[src/rtl/edge_evt_pkg.sv]
// Shared types for the edge event arbiter: per-channel edge mode encoding
// and the edge qualification helper used by each channel slice.
package edge_evt_pkg;

   typedef enum logic [1:0] {
      MODE_OFF  = 2'b00,
      MODE_RISE = 2'b01,
      MODE_FALL = 2'b10,
      MODE_BOTH = 2'b11
   } edge_mode_t;

   localparam int MAX_CH = 16;

   function automatic logic edge_qualify(edge_mode_t mode, logic rise, logic fall);
      return (rise && (mode == MODE_RISE || mode == MODE_BOTH)) ||
             (fall && (mode == MODE_FALL || mode == MODE_BOTH));
   endfunction

endpackage

[src/rtl/edge_event_arbiter_if.sv]
// Valid/ready event channel carrying the granted channel index and edge type.
interface edge_event_arbiter_if #(
   parameter int CH_W = 2
);
   logic            evt_valid_o;
   logic            evt_ready_i;
   logic [CH_W-1:0] evt_ch_o;
   logic            evt_rise_o;

   modport master (output evt_valid_o, output evt_ch_o, output evt_rise_o, input evt_ready_i);
   modport slave  (input evt_valid_o, input evt_ch_o, input evt_rise_o, output evt_ready_i);
endinterface

[src/rtl/edge_evt_chan.sv]
// One monitored channel: edge detect against the previous level, a single
// pending event slot with its type, and a sticky overflow flag.
module edge_evt_chan
   import edge_evt_pkg::*;
(
   input  logic       clk,
   input  logic       reset_n,
   input  logic       primed_i,
   input  logic       a_i,
   input  edge_mode_t mode_i,
   input  logic       grant_i,
   input  logic       clr_i,
   output logic       pend_o,
   output logic       type_o,
   output logic       ovf_o
);

   logic prev_q;
   logic pend_q, pend_d;
   logic type_q, type_d;
   logic ovf_q, ovf_d;
   logic rise, fall, qual, drop;

   always_comb begin
      rise   = a_i & ~prev_q;
      fall   = ~a_i & prev_q;
      qual   = primed_i & edge_qualify(mode_i, rise, fall);
      // A grant this cycle frees the slot, so the new edge replaces the old event.
      drop   = qual & pend_q & ~grant_i;
      pend_d = pend_q;
      type_d = type_q;
      if (qual && !drop) begin
         pend_d = 1'b1;
         type_d = rise;
      end else if (grant_i) begin
         pend_d = 1'b0;
      end
      ovf_d  = (ovf_q & ~clr_i) | drop;
   end

   always_ff @(posedge clk or negedge reset_n) begin
      if (!reset_n) begin
         prev_q <= 1'b0;
         pend_q <= 1'b0;
         type_q <= 1'b0;
         ovf_q  <= 1'b0;
      end else begin
         prev_q <= a_i;
         pend_q <= pend_d;
         type_q <= type_d;
         ovf_q  <= ovf_d;
      end
   end

   assign pend_o = pend_q;
   assign type_o = type_q;
   assign ovf_o  = ovf_q;

endmodule

[src/rtl/edge_event_arbiter.sv]
// Per-channel edge detection feeding a round-robin arbiter that presents one
// pending event at a time on a registered valid/ready output.
module edge_event_arbiter
   import edge_evt_pkg::*;
#(
   parameter int N_CH = 4,
   parameter int CH_W = 2
) (
   input  logic                 clk,
   input  logic                 reset_n,
   input  logic [N_CH-1:0]      a_i,
   input  logic [2*N_CH-1:0]    mode_i,
   edge_event_arbiter_if.master evt_if,
   output logic [N_CH-1:0]      ovf_o,
   input  logic [N_CH-1:0]      ovf_clr_i
);

   localparam int IDX_W = $clog2(N_CH);

   logic            primed_q;
   logic [N_CH-1:0] pend, ptype, grant;
   logic [CH_W-1:0] rr_q, rr_d;
   logic [CH_W-1:0] gnt_ch;
   logic            gnt_type;
   logic            found, slot_free;
   logic [IDX_W-1:0] sel;
   logic            valid_q, valid_d;
   logic [CH_W-1:0] ch_q, ch_d;
   logic            rise_q, rise_d;

   for (genvar c = 0; c < N_CH; c++) begin : g_chan
      edge_evt_chan u_chan (
         .clk      (clk),
         .reset_n  (reset_n),
         .primed_i (primed_q),
         .a_i      (a_i[c]),
         .mode_i   (edge_mode_t'(mode_i[2*c+1 -: 2])),
         .grant_i  (grant[c]),
         .clr_i    (ovf_clr_i[c]),
         .pend_o   (pend[c]),
         .type_o   (ptype[c]),
         .ovf_o    (ovf_o[c])
      );
   end

   always_comb begin
      found     = 1'b0;
      gnt_ch    = '0;
      gnt_type  = 1'b0;
      grant     = '0;
      sel       = '0;
      slot_free = ~valid_q | evt_if.evt_ready_i;
      // Search starts one past the last granted channel so every channel gets a turn.
      for (int i = 1; i <= N_CH; i++) begin
         sel = IDX_W'((int'(rr_q) + i) % N_CH);
         if (!found && pend[sel]) begin
            found      = 1'b1;
            gnt_ch     = CH_W'(sel);
            gnt_type   = ptype[sel];
            grant[sel] = slot_free;
         end
      end

      valid_d = valid_q;
      ch_d    = ch_q;
      rise_d  = rise_q;
      rr_d    = rr_q;
      if (slot_free) begin
         valid_d = found;
         if (found) begin
            ch_d   = gnt_ch;
            rise_d = gnt_type;
            rr_d   = gnt_ch;
         end
      end
   end

   always_ff @(posedge clk or negedge reset_n) begin
      if (!reset_n) begin
         primed_q <= 1'b0;
         valid_q  <= 1'b0;
         ch_q     <= '0;
         rise_q   <= 1'b0;
         rr_q     <= CH_W'(N_CH - 1);
      end else begin
         primed_q <= 1'b1;
         valid_q  <= valid_d;
         ch_q     <= ch_d;
         rise_q   <= rise_d;
         rr_q     <= rr_d;
      end
   end

   assign evt_if.evt_valid_o = valid_q;
   assign evt_if.evt_ch_o    = ch_q;
   assign evt_if.evt_rise_o  = rise_q;

endmodule
[src/flat_wrapper.sv]
// flat-port wrapper written by rule: the top's interface ports become plain ports
module edge_event_arbiter_flat import edge_evt_pkg::*;
#(
   parameter int N_CH = 4,
   parameter int CH_W = 2
)
  (clk, reset_n, a_i, mode_i, ovf_o, ovf_clr_i, evt_if_evt_valid_o, evt_if_evt_ch_o, evt_if_evt_rise_o, evt_if_evt_ready_i);
  edge_event_arbiter_if #(.CH_W(CH_W)) evt_if_i ();
  input  logic clk;
  input  logic reset_n;
  input  logic [N_CH-1:0] a_i;
  input  logic [2*N_CH-1:0] mode_i;
  output logic [N_CH-1:0] ovf_o;
  input  logic [N_CH-1:0] ovf_clr_i;
  output wire logic [$bits(evt_if_i.evt_valid_o)-1:0] evt_if_evt_valid_o;
  output wire logic [$bits(evt_if_i.evt_ch_o)-1:0] evt_if_evt_ch_o;
  output wire logic [$bits(evt_if_i.evt_rise_o)-1:0] evt_if_evt_rise_o;
  input wire logic [$bits(evt_if_i.evt_ready_i)-1:0] evt_if_evt_ready_i;
  assign evt_if_evt_valid_o = evt_if_i.evt_valid_o;
  assign evt_if_evt_ch_o = evt_if_i.evt_ch_o;
  assign evt_if_evt_rise_o = evt_if_i.evt_rise_o;
  assign evt_if_i.evt_ready_i = evt_if_evt_ready_i;
  edge_event_arbiter #(.N_CH(N_CH), .CH_W(CH_W)) u_core (.clk(clk), .reset_n(reset_n), .a_i(a_i), .mode_i(mode_i), .evt_if(evt_if_i), .ovf_o(ovf_o), .ovf_clr_i(ovf_clr_i));
endmodule
[config.mk]
export PLATFORM = sky130hd
export DESIGN_NAME = edge_event_arbiter_flat
export DESIGN_NICKNAME = d
export VERILOG_FILES = /design/src/rtl/edge_evt_pkg.sv /design/src/rtl/edge_event_arbiter_if.sv /design/src/rtl/edge_evt_chan.sv /design/src/rtl/edge_event_arbiter.sv /design/src/flat_wrapper.sv
export SDC_FILE = /design/constraint.sdc
export NUM_CORES = 1
export LEC_CHECK = 0
export BUFFER_PORTS_ARGS = -buffer_cell sky130_fd_sc_hd__clkbuf_2
export CAP_MARGIN = 20
export CORE_ASPECT_RATIO = 0.7
export CORE_UTILIZATION = 55
export CTS_BUF_LIST = sky130_fd_sc_hd__clkbuf_4 sky130_fd_sc_hd__clkbuf_8
export DETAILED_ROUTE_END_ITERATION = 12
export GPL_ROUTABILITY_DRIVEN = 0
export PLACE_DENSITY_LB_ADDON = 0.25
export SLEW_MARGIN = 20
export SYNTH_ARGS = -nofsm -noshare
export SYNTH_HDL_FRONTEND = slang
export SYNTH_SLANG_ARGS = --single-unit
[constraint.sdc]
create_clock -name clk -period 4.5 [get_ports clk]
set_clock_uncertainty 0.1 [all_clocks]
set_input_delay 0.9 -clock clk [delete_from_list [all_inputs] [get_ports clk]]
set_output_delay 0.9 -clock clk [all_outputs]
set_load 0.01 [all_outputs]
Yosys cells after proc, flatten, opt, wreduce, memory -nomap -nowiden --
Cells that the tools add are included.
Storage, ports and cells: flip-flop bits (word level) 23, bits in latches 0, bits in writable memories 0, ROM bits 0, bits of input ports 19, output and inout port bits 8, memories 0
Operators by class: add/subtract/negate cells 4, multipliers 0, div/mod/pow operators 0, magnitude comparators 8, equality and inequality tests 12, shifts and indexed selects 0, mux-type cells 51, bitwise gates (word level) 47, reductions and logical operators 43
Operator list (number):
- 1-bit two-way mux | 28
- 1-bit bitwise AND | 24
- 1-bit logical AND | 19
- 1-bit NOT | 17
- 1-bit binary-select mux with 2-bit select | 8
- 2-bit equality test, second input constant | 8
- 4-bit two-way mux | 4
- 4-bit bitwise mux | 3
- 1-bit logical OR | 12
- 2-bit by 3-bit less-than comparator with 1-bit output, second input constant | 4
- 1-bit demux with 2-bit select | 4
- 2-bit by 1-bit equality test with 1-bit output, second input constant | 4
- 2-bit by 1-bit greater-or-equal comparator with 1-bit output, second input constant | 4
- 2-bit two-way mux | 4
- 2-bit nonzero test | 4
- 1-bit logical NOT | 7
- 1-bit bitwise OR | 5
- 2-bit by 1-bit adder with 2-bit output, second input constant | 2
- 2-bit adder, second input constant | 2
- 4-bit bitwise AND | 1
- 2-bit AND reduction | 1

Depth between registers and ports, before layout --
Gate-level depths: netlist of run 1.
depth after elaboration 18, depth in mapped cells 8

Hierarchy --
Synthesis of run 1 repeated with hierarchy kept, for this count alone.
Second synthesis, totals: cells, all modules 145, area total of the unflattened synthesis 1661.6 um2
By module, submodules not included:
- edge_event_arbiter | times used 1, cells an instance 89, area an instance 940.9 um2, sequential area each 177.7 um2
- edge_evt_chan | times used 4, cells an instance 14, area an instance 180.2 um2, sequential area each 100.1 um2

Worst setup path after synthesis of run 1 --
Ideal clock, no wire load.
path kind register -> register, start point register u_core.rr_q[0], end point register u_core.g_chan[1].u_chan.type_q, setup time 0.126 ns, data arrival time 2.696 ns, data required time 4.274 ns, setup slack 1.578 ns, stages on the path, launching flop included 9, buffers on the path 1, clock period less this slack 2.922 ns, cell sequence dfstp_2 > buf_4 > inv_1 > ha_1 > mux4_1 > nor3b_1 > o221ai_1 > o311ai_1 > a221o_1
On the way: longest elaborated chain between the ends 17, elaborated cells on any way between the ends 53
Ends and longest elaborated chain:
- from (decl) | RTL line edge_event_arbiter.sv:22 | logic [CH_W-1:0] rr_q, rr_d;
- from (signal assigned) | RTL line edge_event_arbiter.sv:84 | rr_q <= CH_W'(N_CH - 1);
- from (signal assigned) | RTL line edge_event_arbiter.sv:90 | rr_q <= rr_d;
- 2-bit by 1-bit adder with 2-bit output | RTL line edge_event_arbiter.sv:55 | sel = IDX_W'((int'(rr_q) + i) % N_CH);
- 2-bit by 3-bit less-than comparator with 1-bit output (implied by the code) (tied with other cells) | RTL line edge_event_arbiter.sv:60 | grant[sel] = slot_free;
- 1-bit logical AND (implied by the code) / 1-bit two-way mux (equally long branches) | RTL line edge_event_arbiter.sv:60, edge_event_arbiter.sv:56
- 1-bit two-way mux (on tied branches) | RTL line edge_event_arbiter.sv:60, edge_event_arbiter.sv:56
- 1-bit demux with 2-bit select / 1-bit logical NOT (equally long branches)
- 4-bit bitwise AND (no source line) / 1-bit logical AND (equally long branches)
- 4-bit two-way mux / 1-bit two-way mux (equally long branches) | RTL line edge_event_arbiter.sv:56 | if (!found && pend[sel]) begin
- 4-bit bitwise mux / 1-bit logical NOT (equally long branches) | RTL line edge_event_arbiter.sv:60, edge_event_arbiter.sv:56
- 4-bit two-way mux / 1-bit logical AND (equally long branches) | RTL line edge_event_arbiter.sv:56
- 4-bit bitwise mux / 1-bit two-way mux (equally long branches) | RTL line edge_event_arbiter.sv:60, edge_event_arbiter.sv:56
- 4-bit two-way mux / 1-bit logical NOT (equally long branches) | RTL line edge_event_arbiter.sv:56
- 4-bit bitwise mux / 1-bit logical AND (equally long branches) | RTL line edge_event_arbiter.sv:60, edge_event_arbiter.sv:56
- 4-bit two-way mux (*) | RTL line edge_event_arbiter.sv:56
- 1-bit NOT (*) | RTL line edge_evt_chan.sv:29 | drop = qual & pend_q & ~grant_i;
- 1-bit bitwise AND (*) | RTL line edge_evt_chan.sv:29
- 1-bit logical NOT (*) | RTL line edge_evt_chan.sv:32 | if (qual && !drop) begin
- 1-bit logical AND (*) | RTL line edge_evt_chan.sv:32
- to (signal assigned) | RTL line edge_evt_chan.sv:50 | type_q <= type_d;
- to (decl) | RTL line edge_evt_chan.sv:20 | logic type_q, type_d;
Every way passes the cells marked *; elsewhere a longest branch is shown, timed or not. The select of a mux whose other input is x is not followed. A chain may end at the register's enable or synchronous reset.

Final worst setup path of run 1 --
start point register u_core.rr_q[0], end point register u_core.g_chan[2].u_chan.type_q
On the way: longest elaborated chain between the ends 17, elaborated cells on any way between the ends 53
Ends and longest elaborated chain (RTL line):
- 2-bit by 1-bit adder with 2-bit output | edge_event_arbiter.sv:55
- 2-bit by 3-bit less-than comparator with 1-bit output (implied by the code) (tied with other cells) | edge_event_arbiter.sv:60
- 1-bit logical AND (implied by the code) / 1-bit two-way mux (equally long branches) | edge_event_arbiter.sv:60, edge_event_arbiter.sv:56
- 1-bit two-way mux (on tied branches) | edge_event_arbiter.sv:60, edge_event_arbiter.sv:56
- 1-bit demux with 2-bit select / 1-bit logical NOT (equally long branches)
- 4-bit bitwise AND (no source line) / 1-bit logical AND (equally long branches)
- 4-bit two-way mux / 1-bit two-way mux (equally long branches) | edge_event_arbiter.sv:56
- 4-bit bitwise mux / 1-bit logical NOT (equally long branches) | edge_event_arbiter.sv:60, edge_event_arbiter.sv:56
- 4-bit two-way mux / 1-bit logical AND (equally long branches) | edge_event_arbiter.sv:56
- 4-bit bitwise mux / 1-bit two-way mux (equally long branches) | edge_event_arbiter.sv:60, edge_event_arbiter.sv:56
- 4-bit two-way mux / 1-bit logical NOT (equally long branches) | edge_event_arbiter.sv:56
- 4-bit bitwise mux / 1-bit logical AND (equally long branches) | edge_event_arbiter.sv:60, edge_event_arbiter.sv:56
- 4-bit two-way mux (*) | edge_event_arbiter.sv:56
- 1-bit NOT (*) | edge_evt_chan.sv:29
- 1-bit bitwise AND (*) | edge_evt_chan.sv:29
- 1-bit logical NOT (*) | edge_evt_chan.sv:32
- 1-bit logical AND (*) | edge_evt_chan.sv:32
- to (signal assigned) | edge_evt_chan.sv:50
- to (decl) | edge_evt_chan.sv:20
Marked as above.

==> results_dict.tcl, run 1 <==
set metrics [dict create \
    portBuffers 26 \
    synthCells 163 \
    synth_top_cells_by_count "dfrtp_1, nor2_1, inv_1, nand2_1" \
    std_cell_rows 16 \
    min_period_over_period_pct 74.12 \
    drv_cap 0 \
    post-route-util_pct 63.61 \
    dieWidth_um 67.57 \
    finalWorstSetupSlack_ps 1165 \
    p_leak_nw 0.8260 \
    slew_violations 0 \
    worstHoldPathType "register to register" \
    core_um2 2823 \
    final_nets 210 \
    cp_slowest_cell "dfstp_2" \
    crit_arrival_ps 3390 \
    drc 0 \
    crit_required_ps 4560 \
    gr-total-overflow 0 \
    tightest_slew_ps 675.2 \
    htreeDepth 1 \
    synthMostInstantiatedCell "dfrtp_1" \
    cp-start-kind "register" \
    hold_viol 0 \
    yosys.area.top_type "dfrtp_1" \
    dieArea_um2 3237 \
    vias_per_cell 6.248 \
    firstDrtPassIters 4 \
    synth_seq_cells 23 \
    first_global_vias 1211 \
    p_per_area_nw_per_um2 828.5 \
    synthTopCellsByArea "dfrtp_1, ha_1, and3b_1" \
    wire_per_inst_um 17.39 \
    clk_pin_slew_worst_paths_ps 80 \
    wirelength_um 3792 \
    setup_viol 0 \
    synthArstFlopShare_pct 100.0 \
    critical-path-max-stage-delay_ps 810 \
    finalCriticalPeriod_ps 3335 \
    clock-root-buffer "clkbuf_8" \
    seq_area_frac_synth_pct 34.92 \
    syn_avg_cell_area_um2 10.16 \
    pre_cts_slack_ps 1244 \
    vias 1362 \
    rsz0062_at_grt "false" \
    antenna_found_initial 0 \
    clock-sinks 23 \
    cts_made_buffers 3 \
    cts_setup_buffers 0 \
    drive_gt1_share_pct 21.98 \
    dieHeight_um 47.90 \
    synth_top_area_share_pct 31.75 \
    grt_first_pass_wirelength_um 5892 \
    synth_edf_count 0 \
    synthDistinctLibCells 43 \
    worstPathMaxFanout 19 \
    drt_first_iter_violations 173 \
    clk_latency_ps 260 \
    ant_nets 0 \
    yosys_most_used_dff "dfrtp_1" \
    tns_ps 0 \
    ys_warn_count 0 \
    crit_chain "inv_1 -> ha_1 -> mux4_1 -> nor3b_1 -> o221ai_1 -> o311ai_1 -> a221o_1" \
    synth_nets 190 \
    cts_hold_buf 0 \
    diodes 0 \
    tritoncts "yes" \
    cp-end-kind "register" \
    cp_num_buf_inv 1 \
    worst-setup-path-type "register to register" \
    cts-resized-gates 0 \
    grt_util_all_layers_pct 25.87 \
    fmax_mhz 299.8 \
    grt_max_degree 24 \
    clock_path_buffers 2 \
    syn_area_um2 1655 \
    place_hpwl_um 2694 \
    slew_headroom_pct 54.89 \
    crit_family "flip-flops" \
    syn_to_final_growth_pct 8.465 \
    ioPinCount 27 \
    status "finished clean" \
    ir_drop_mv 0.4486 \
    start_util_pct 58.64 \
]
through the flow:
| stage | std cells | cell area [µm²] | power (mW) | hold slack [ps] |
|---|---|---|---|---|
| after global routing | 218 | 1795 | 1.596 | 448.4 |
| after CTS | 218 | 1795 | 1.467 | 422.5 |
| after detailed placement | 214 | 1747 | 1.319 | 402.5 |
| final | 218 | 1795 | 1.487 | 416.6 |
| after global placement | 214 | 1747 | 1.279 | 379.5 |
| after floorplan | 163 | 1655 | 1.149 | 407.6 |
sequential cells by signal, summed over array words and instances, names as in the netlist:
| name | cells |
|---|---|
| u_core.g_chan.u_chan.type_o | 4 |
| u_core.evt_if.evt_ch_o | 2 |
| u_core.g_chan.u_chan.pend_o | 4 |
| u_core.primed_q | 1 |
| u_core.evt_if.evt_rise_o | 1 |
| u_core.evt_if.evt_valid_o | 1 |
| u_core.g_chan.u_chan.ovf_o | 4 |
| u_core.rr_q | 2 |
| u_core.g_chan.u_chan.prev_q | 4 |
layer usage:
layer	track usage (%)	wire [µm]
met1	36.80	1822
met2	40.79	1739
met3	5.714	229
met4	5.106	0
met5	0	0
worst min-delay path, delay by kind of cell, from the launching register on:
kind | cells | cell delay, ps
simple gates | 2 | 130
flops | 1 | 350
cell families (layout without fill, tap and decap cells):
family,Yosys count,after routing,synth area share [%]
buffers and inverters,22,41,7.558
DFF,23,23,34.92
muxes,13,13,12.24
AOI/OAI and AO/OA,45,45,20.86
xor gates and xnor gates,2,2,1.058
other,1,1,0.2265
and+or+nand+nor,49,49,17.08
adders and majority gates,8,8,6.047
worst paths after layout:
path	from	to	slack (ps)	cells after the start
max in group asynchronous	reset_n	u_core.evt_if.evt_valid_o	3390	1
setup / recovery	u_core.rr_q[0]	u_core.g_chan[2].u_chan.type_o	1160	7
setup reg to reg	u_core.rr_q[0]	u_core.g_chan[2].u_chan.type_o	1160	7
hold / removal	u_core.evt_if.evt_ch_o[1]	u_core.evt_if.evt_ch_o[1]	420	2
min in group asynchronous	reset_n	u_core.g_chan[0].u_chan.ovf_o	520	1
hold reg to reg	u_core.evt_if.evt_ch_o[1]	u_core.evt_if.evt_ch_o[1]	420	2
placed cells by master (no fill, tap or decap), types with 2 or more instances in the layout:
cell type,synthesis,routed
mux4_2,3,3
clkbuf_2,0,26
nand2_1,11,11
and2_1,3,3
a221o_1,4,4
a21oi_1,3,3
o22ai_1,8,8
ha_1,8,8
nor2_1,12,12
o221ai_1,3,3
mux2i_1,6,6
nor3b_1,7,7
mux4_1,2,2
dfrtp_1,21,21
o311ai_1,3,3
dfstp_2,2,2
clkbuf_8,0,3
o31a_1,3,3
xnor2_1,2,2
a22o_1,4,4
mux2_2,2,2
o21ai_0,7,7
a21o_1,3,3
inv_1,11,11
and3b_1,8,8
area by class of cell:
type | instances | area, µm²
timing repair buffer | 26 | 130.1
multi-input combinational | 118 | 952.2
clock buffer | 4 | 48.80
tap | 36 | 45.04
sequential | 23 | 578.1
inverter | 11 | 41.29
fill | 234 | 1027
report_power, final:
group	leakage, nW	internal, mW	switching [mW]
sequential	0.269	0.285	0.146
clock	0.0262	0.0693	0.0660
combinational	0.531	0.441	0.480
No activity file was read; power rests on OpenSTA's default activity.
==> run 2: changes to the inputs <==
==> constraint.sdc (replaced) <==
create_clock -name clk -period 3.4 [get_ports clk]
set_clock_uncertainty 0.1 [all_clocks]
set_input_delay 0.68 -clock clk [delete_from_list [all_inputs] [get_ports clk]]
set_output_delay 0.68 -clock clk [all_outputs]
set_load 0.01 [all_outputs]
==> run 2 against run 1 <==
Clock-buffer cell count unchanged. Clock power up 36%. Via count up 1.2%. Combinational power up 36%. Maximum frequency up 4.6%. Critical path depth unchanged. Die area unchanged. First-iteration DRC count down 26%. Critical path type unchanged.
==> results_dict.tcl, run 2 (synthesis gave the netlist of run 1 again) <==
set metrics [dict create \
    status "finished clean" \
    setup_viol 0 \
    drc 0 \
    worst-setup-path-type "register to register" \
    vias_per_cell 6.297 \
    cp-end-kind "register" \
    rsz0062_at_grt "false" \
    grt_max_degree 24 \
    slew_violations 0 \
    slew_headroom_pct 52.96 \
    setup.worst_path.start "u_core.rr_q[1]" \
    tns_ps 0 \
    p_sw_mw 0.8984 \
    cts-resized-gates 0 \
    ioPinCount 27 \
    fmax_mhz 313.6 \
    wirelength_um 3660 \
    ant_nets 0 \
    worstPathMaxFanout 12 \
    first_global_vias 1190 \
    grt_first_pass_wirelength_um 5934 \
    min_period_over_period_pct 93.78 \
    p_sw_share_pct 45.90 \
    htreeDepth 1 \
    final_common_cell "clkbuf_2" \
    most-common-layout-cells "clkbuf_2, dfrtp_1, nor2_1" \
    p_comb_share_pct 64.1 \
    tritoncts "yes" \
    core_um2 2823 \
    crit_arrival_ps 3250 \
    ir_drop_mv 0.4360 \
    cp_slowest_cell "dfstp_2" \
    tightest_slew_ps 704.1 \
    syn_to_final_growth_pct 8.919 \
    worstHoldPathType "input port to asynchronous set/reset pin" \
    diodes 0 \
    final_nets 211 \
    clk_pin_slew_worst_paths_ps 80 \
    wire_per_inst_um 16.71 \
    p_seq_share_pct 26.6 \
    std_cell_rows 16 \
    crit_chain "inv_1 -> ha_1 -> mux4_1 -> nor3b_1 -> o221ai_1 -> o311ai_1 -> a221o_1" \
    dieWidth_um 67.57 \
    reg2reg_from "u_core.rr_q[1]" \
    pre_cts_slack_ps 316.6 \
    hold_viol 0 \
    dieArea_um2 3237 \
    firstDrtPassIters 4 \
    finalWorstSetupSlack_ps 211.6 \
    critical-path-max-stage-delay_ps 690 \
    crit_required_ps 3460 \
    antenna_found_initial 0 \
    drive_gt1_share_pct 22.40 \
    vias 1379 \
    cp-start-kind "register" \
    clk_latency_ps 270 \
    finalCriticalPeriod_ps 3188 \
    drt_first_iter_violations 128 \
    p_int_mw 1.059 \
    start_util_pct 58.64 \
    gr-total-overflow 0 \
    cts_setup_buffers 0 \
    clock-sinks 23 \
    portBuffers 26 \
    post-route-util_pct 63.87 \
    cts_hold_buf 0 \
    grt_util_all_layers_pct 26.00 \
    clock_path_buffers 2 \
    dieHeight_um 47.90 \
    clock-root-buffer "clkbuf_8" \
    p_per_area_nw_per_um2 1086 \
    clkPwrFrac_pct 9.3 \
    place_hpwl_um 2683 \
    cts_made_buffers 3 \
    p_leak_nw 0.8308 \
    drv_cap 0 \
]
==> run 2: path summary, 6_finish.rpt <==
| kind | slack [ps] | endpoint | cells after the start |
|---|---|---|---|
| min in group clk | 410 | u_core.evt_if.evt_ch_o[1] | 2 |
| max in group asynchronous | 2540 | u_core.g_chan[2].u_chan.prev_q | 1 |
| worst min-delay path | 280 | u_core.g_chan[0].u_chan.ovf_o | 1 |
| worst max-delay path | 210 | u_core.g_chan[1].u_chan.type_o | 7 |
| worst min register to register | 410 | u_core.evt_if.evt_ch_o[1] | 2 |
| worst max register to register | 210 | u_core.g_chan[1].u_chan.type_o | 7 |
==> run 2: stage by stage <==
step	cells	power, mW	hold WS, ps	area [µm²]
after floorplan	163	1.521	284.4	1655
after global placement	215	1.695	378.4	1754
after detailed placement	215	1.736	397.6	1754
after CTS	219	1.942	306.5	1803
after global routing	219	2.109	332.9	1803
final	219	1.957	283.6	1803
==> run 2: power groups by stage <==
| stage | Sequential (mW) | Combinational (mW) | Clock (mW) |
|---|---|---|---|
| floorplan | 0.451 | 1.07 | 0 |
| global placement | 0.511 | 1.18 | 0 |
| detailed placement | 0.521 | 1.22 | 0 |
| CTS | 0.514 | 1.24 | 0.189 |
| global route | 0.536 | 1.37 | 0.199 |
| finish | 0.521 | 1.25 | 0.183 |
==> run 2: routing by layer <==
metal	up-vias	GRT usage [%]	share of wire, %
li1	652	-	-
met1	672	36.11	45
met2	49	40.00	47
met3	6	6.667	7.2
met4	0	8.085	1.1
met5	-	0	0
==> run 2: cell type report <==
class / instances / area, µm²
Multi-Input combinational cell: 118 / 952.2
Timing Repair Buffer: 27 / 137.6
Inverter: 11 / 41.29
Clock buffer: 4 / 48.80
Sequential cell: 23 / 578.1
Fill cell: 244 / 1020
Tap cell: 36 / 45.04
==> run 2: critical path, delay by kind of cell (launching register included) <==
kind,cells,cell delay [ps]
fa+ha+maj,1,460
flops,1,690
mux,1,670
buf+inv,1,200
simple gates,1,210
compound gates,3,740
